<file path="config.mk">
export PLATFORM = sky130hd
export DESIGN_NAME = ok_wire_cmd_responder
export DESIGN_NICKNAME = d
export VERILOG_FILES = /design/src/rtl/ok_cmd_pkg.sv /design/src/rtl/ok_wire_cmd_responder.sv
export SDC_FILE = /design/constraint.sdc
export NUM_CORES = 1
export LEC_CHECK = 0
export ABC_AREA = 0
export BUFFER_PORTS_ARGS = -buffer_cell sky130_fd_sc_hd__clkbuf_2
export CAP_MARGIN = 25
export CORE_ASPECT_RATIO = 1.2
export CORE_MARGIN = 2
export CORE_UTILIZATION = 45
export CTS_CLUSTER_SIZE = 16
export DETAILED_ROUTE_END_ITERATION = 8
export PLACE_DENSITY = 0.82
export SETUP_SLACK_MARGIN = 0.3
export SLEW_MARGIN = 20
export SYNTH_ARGS = -nofsm -noshare
export SYNTH_HDL_FRONTEND = slang
export SYNTH_SLANG_ARGS = --single-unit
</file>
<file path="constraint.sdc">
create_clock -name ti_clk -period 1.7 [get_ports ti_clk]
set_clock_uncertainty 0.05 [all_clocks]
set_input_delay 0.17 -clock ti_clk [delete_from_list [all_inputs] [get_ports ti_clk]]
set_output_delay 0.17 -clock ti_clk [all_outputs]
set_load 0.02 [all_outputs]
</file>
<file path="src/rtl/ok_cmd_pkg.sv">
// Shared field positions, FSM states and defaults for the WireIn/WireOut
// command responder.
package ok_cmd_pkg;

    localparam int CMD_TOGGLE_BIT  = 15;
    localparam int CMD_WR_BIT      = 14;

    localparam int STAT_ACK_TOGGLE = 15;
    localparam int STAT_BUSY       = 14;
    localparam int STAT_TIMEOUT    = 13;
    localparam int STAT_LAST_WR    = 12;
    localparam int STAT_COUNT_LSB  = 0;
    localparam int STAT_COUNT_W    = 8;

    localparam int DEFAULT_TIMEOUT = 255;

    typedef enum logic [1:0] {
        IDLE  = 2'd0,
        ISSUE = 2'd1,
        WAIT  = 2'd2,
        DONE  = 2'd3
    } cmd_state_t;

endpackage

</file>
<file path="src/rtl/ok_wire_cmd_responder.sv">
// Turns a host-side toggle handshake on two WireIns into one local register
// read or write, and reports the result on two WireOuts.
module ok_wire_cmd_responder
    import ok_cmd_pkg::*;
#(
    parameter int ADDR_W  = 8,
    parameter int DATA_W  = 16,
    parameter int TIMEOUT = DEFAULT_TIMEOUT
) (
    input  logic              ti_clk,
    input  logic              reset,
    input  logic [15:0]       cmd_wire,
    input  logic [DATA_W-1:0] data_wire,
    output logic [15:0]       status_wire,
    output logic [DATA_W-1:0] rdata_wire,
    output logic [ADDR_W-1:0] reg_addr,
    output logic [DATA_W-1:0] reg_wdata,
    output logic              reg_we,
    output logic              reg_re,
    input  logic [DATA_W-1:0] reg_rdata,
    input  logic              reg_ack
);

    localparam int TO_W = $clog2(TIMEOUT + 1);

    cmd_state_t              state_reg;
    logic                    last_toggle_reg;
    logic                    toggle_reg;
    logic                    op_write_reg;
    logic                    timed_out_reg;
    logic [TO_W-1:0]         timeout_cnt_reg;
    logic [DATA_W-1:0]       rdata_cap_reg;
    logic [DATA_W-1:0]       rdata_wire_reg;
    logic                    busy_reg;
    logic                    timeout_err_reg;
    logic                    last_op_write_reg;
    logic [STAT_COUNT_W-1:0] done_count_reg;

    logic unused_cmd_bits;
    assign unused_cmd_bits = ^cmd_wire[13:ADDR_W];

    always_ff @(posedge ti_clk) begin
        if (reset) begin
            state_reg         <= IDLE;
            last_toggle_reg   <= 1'b0;
            toggle_reg        <= 1'b0;
            op_write_reg      <= 1'b0;
            timed_out_reg     <= 1'b0;
            timeout_cnt_reg   <= '0;
            rdata_cap_reg     <= '0;
            rdata_wire_reg    <= '0;
            busy_reg          <= 1'b0;
            timeout_err_reg   <= 1'b0;
            last_op_write_reg <= 1'b0;
            done_count_reg    <= '0;
            reg_addr          <= '0;
            reg_wdata         <= '0;
            reg_we            <= 1'b0;
            reg_re            <= 1'b0;
        end else begin
            reg_we <= 1'b0;
            reg_re <= 1'b0;
            case (state_reg)
                IDLE: begin
                    // Everything is latched here so later WireIn changes cannot disturb the access.
                    if (cmd_wire[CMD_TOGGLE_BIT] != last_toggle_reg) begin
                        reg_addr     <= cmd_wire[ADDR_W-1:0];
                        reg_wdata    <= data_wire;
                        op_write_reg <= cmd_wire[CMD_WR_BIT];
                        toggle_reg   <= cmd_wire[CMD_TOGGLE_BIT];
                        reg_we       <= cmd_wire[CMD_WR_BIT];
                        reg_re       <= ~cmd_wire[CMD_WR_BIT];
                        busy_reg     <= 1'b1;
                        state_reg    <= ISSUE;
                    end
                end
                ISSUE: begin
                    timeout_cnt_reg <= '0;
                    timed_out_reg   <= 1'b0;
                    if (reg_ack) begin
                        rdata_cap_reg <= reg_rdata;
                        state_reg     <= DONE;
                    end else begin
                        state_reg <= WAIT;
                    end
                end
                WAIT: begin
                    // An ack on the last allowed cycle still wins over the timeout.
                    if (reg_ack) begin
                        rdata_cap_reg <= reg_rdata;
                        state_reg     <= DONE;
                    end else if (timeout_cnt_reg == TO_W'(TIMEOUT - 1)) begin
                        timed_out_reg <= 1'b1;
                        state_reg     <= DONE;
                    end else begin
                        timeout_cnt_reg <= timeout_cnt_reg + 1'b1;
                    end
                end
                DONE: begin
                    if (!op_write_reg && !timed_out_reg) begin
                        rdata_wire_reg <= rdata_cap_reg;
                    end
                    timeout_err_reg   <= timed_out_reg;
                    last_op_write_reg <= op_write_reg;
                    done_count_reg    <= done_count_reg + 8'd1;
                    last_toggle_reg   <= toggle_reg;
                    busy_reg          <= 1'b0;
                    state_reg         <= IDLE;
                end
                default: state_reg <= IDLE;
            endcase
        end
    end

    always_comb begin
        status_wire                                        = '0;
        status_wire[STAT_ACK_TOGGLE]                       = last_toggle_reg;
        status_wire[STAT_BUSY]                             = busy_reg;
        status_wire[STAT_TIMEOUT]                          = timeout_err_reg;
        status_wire[STAT_LAST_WR]                          = last_op_write_reg;
        status_wire[STAT_COUNT_LSB +: STAT_COUNT_W]        = done_count_reg;
    end

    assign rdata_wire = rdata_wire_reg;

endmodule

</file>
==> reports/metrics.yaml <==
antenna_found_initial: 0
max_cap_viol_count: 0
crit_buf_inv: 2
arrival_ps: 1690
design_area_mm2: 0.00467
grt_overflow: 0
netlist_top_cells_area: "dfxtp_1, nand2_1, a21oi_1, ha_1, buf_4"
placed_area_mm2: 0.00389
hold_path_class: "input port to flop"
p_seq_share_pct: 42.4
gp_congestion: 0.806
syn_to_final_growth_pct: 41.7
drt_iter0_markers: 170
synth_edf_count: 0
power_leakage_nw: 1.97
io_pins: 109
crit_path_max_fanout: 8
fmax_mhz: 667
yosysSeqAreaShare_pct: 50.4
timing.final.crit_share_pct: 88.2
die_w_um: 82.2
cp.required_ps: 1890
p_per_area_mw_per_mm2: 1220
path_cells: "inv_4 > ha_4 > and2b_2 > o21ai_4 > buf_6 > o211ai_1 > o41ai_2"
r2r-end: "timeout_cnt_reg[3]"
cts.sinks: 83
status: "finished clean"
crit_path_end: "timeout_cnt_reg[3]"
drive_above_1_share_pct: 31.1
drt_pre_antenna_iters: 4
io_buffers: 98
hold_depth: 3
clk_pin_slew_ps: 90
totalWireLength_mm: 8.88
cp_slowest_stage_delay_ps: 370
wl_per_cell_um: 14.0
switching_share_pct: 37.1
yosysTopAreaCell: "dfxtp_1"
viasPerCell: 5.09
drtAntennaViolNets: 0
yosys_warnings: 0
finalCriticalPeriod_ps: 1500
slew_violations: 0
grt_pass1_wl_mm: 14.2
die_h_um: 97.8
rsz0062_at_grt: "true"
cp-end-kind: "flop"
track_usage_pct: 22.9
start_util_pct: 45.9
internal_power_mw: 3.58
cp_top_family: "compound AO/OA/AOI/OAI gates"
n_antenna_cell: 0
path_depth: 7
async_reset_ff_share_pct: 0
r2r_cells: 7
setup_tns_ps: 0
syn_avg_cell_area_um2: 8.40
ctsRootBufferMaster: "clkbuf_8"
n_fill_cell: 551
htreeDepth: 3
final_nets: 598
clk_latency_ps: 360
slowest_stage: "dfxtp_4"
hold_slack_ps: 61.3
vias: 3226
setup-violations-final: 0
netlist_area_mm2: 0.00330
p_comb_share_pct: 34.1
ys.flop_type: "dfxtp_1"
p_sw_mw: 2.11
worstSetupStartpointType: "flop"
r2r-start: "state_reg[0]"
ys_ff_latch: 83
clk_path_buf_depth: 2
synth_top_area_share_pct: 50.4
die-area_mm2: 0.00804
critPathKind: "flop to flop"
syn_inst: 393
num_rows: 34
p_clk_share_pct: 23.5
ys_types: 43
hold_violations: 0
worstHoldStart: "reg_rdata[4]"
grt_max_degree: 45
ff2ff_setup_slack_ps: 200
cts_buffers: 9
core_area_mm2: 0.00719
ir_drop_uv: 883
dpl.hpwl_mm: 5.19
crit_start: "state_reg[0]"
drc: 0
cts_tree: "yes"
grt_pass1_vias: 3184
## worst min-delay path: stages
cell and delay [ps]:
clkbuf_2 90, nand2_1 70, a21oi_1 80
## per-stage QoR
| stage | utilization (%) | instances | power (mW) | setup slack (ps) |
|---|---|---|---|---|
| floorplan | - | 396 | 3.63 | 271 |
| global placement | 54.2 | 565 | 3.98 | 153 |
| detailed placement | 54.2 | 565 | 4.05 | 73.3 |
| CTS | 63.7 | 627 | 5.54 | 228 |
| global route | 65.0 | 634 | 6.02 | 122 |
| finish | 65.0 | 634 | 5.69 | 201 |
## layer usage
metal | global-route usage [%] | vias up | wire (µm)
met4 | 16.5 | 0 | 495
li1 | - | 1581 | -
met3 | 5.73 | 45 | 463
met1 | 25.0 | 1489 | 3360
met2 | 37.7 | 111 | 4560
met5 | 0 | - | 0
## power groups by stage
stage | logic, mW | registers, mW | clock network (mW)
3_3_place_gp | 1.55 | 2.43 | 0
2_1_floorplan | 1.05 | 2.58 | 0
4_1_cts | 1.78 | 2.40 | 1.35
5_1_grt | 2.13 | 2.45 | 1.44
3_5_place_dp | 1.60 | 2.45 | 0
6_report | 1.94 | 2.42 | 1.34
## cells in the mapped netlist, types with 3 or more instances
cell,number
a21oi_1,63
and2_1,4
buf_2,4
buf_4,11
clkbuf_1,14
dfxtp_1,83
ha_1,8
inv_1,4
mux2i_1,5
nand2_1,128
nand2b_1,3
nand3_1,4
nand4_1,3
nor2_1,13
nor2b_1,3
nor3_1,3
o211ai_1,3
o21ai_0,3
o41ai_1,3
xor2_1,5
## repair_timing
item                                    in CTS  in global routing
gates cloned                                 0                  2
pin swaps                                   10                  4
endpoints found under the hold margin       41                  0
hold buffers                                40                  0
endpoints found under the setup margin      44                 58
setup buffers                                6                  5
gates resized for setup                     15                 10
## area by class of cell
cell class	count	area, µm²	share of cell area, %
Clock inverter	7	60.1	1.28
Timing Repair Buffer	160	1090	23.4
Tap cell	90	113	2.41
Inverter	4	17.5	0.375
Clock buffer	9	124	2.65
Sequential cell	83	1680	35.9
Multi-Input combinational cell	281	1590	34.0
## cell families after synthesis
kind of cell | share of synthesized area [%]
buffers and inverters | 5.16
xor gates and xnor gates | 1.86
muxes | 2.20
other | 0.114
AOI/OAI and AO/OA | 13.9
and+or+nand+nor | 23.4
DFF | 50.4
adders and majority gates | 3.03
## layout by cell type, fill, tap and decap left out, types with 3 or more instances in the layout
| cell type | count |
|---|---|
| buf_4 | 16 |
| nand4_1 | 3 |
| a21oi_1 | 62 |
| and2_1 | 3 |
| nand2b_1 | 3 |
| o21ai_0 | 3 |
| nand2_1 | 127 |
| dfxtp_2 | 3 |
| nor2_1 | 13 |
| clkbuf_8 | 9 |
| dfxtp_4 | 4 |
| ha_1 | 6 |
| xor2_1 | 5 |
| inv_6 | 4 |
| nor3_1 | 3 |
| buf_6 | 3 |
| dlygate4sd3_1 | 40 |
| mux2i_1 | 5 |
| nand3_1 | 3 |
| clkbuf_2 | 98 |
| o211ai_1 | 3 |
| dfxtp_1 | 76 |
| conb_1 | 4 |
## how the worst min path moves through the flow
| stage | end | slack [ps] |
|---|---|---|
| after floorplan | reg_re | 200 |
| after global placement | reg_re | 320 |
| after detailed placement | reg_re | 330 |
| after CTS | rdata_cap_reg[4] | 30 |
| after global routing | rdata_cap_reg[4] | 40 |
| final | rdata_cap_reg[4] | 60 |
(Power assumes the default switching activity.)
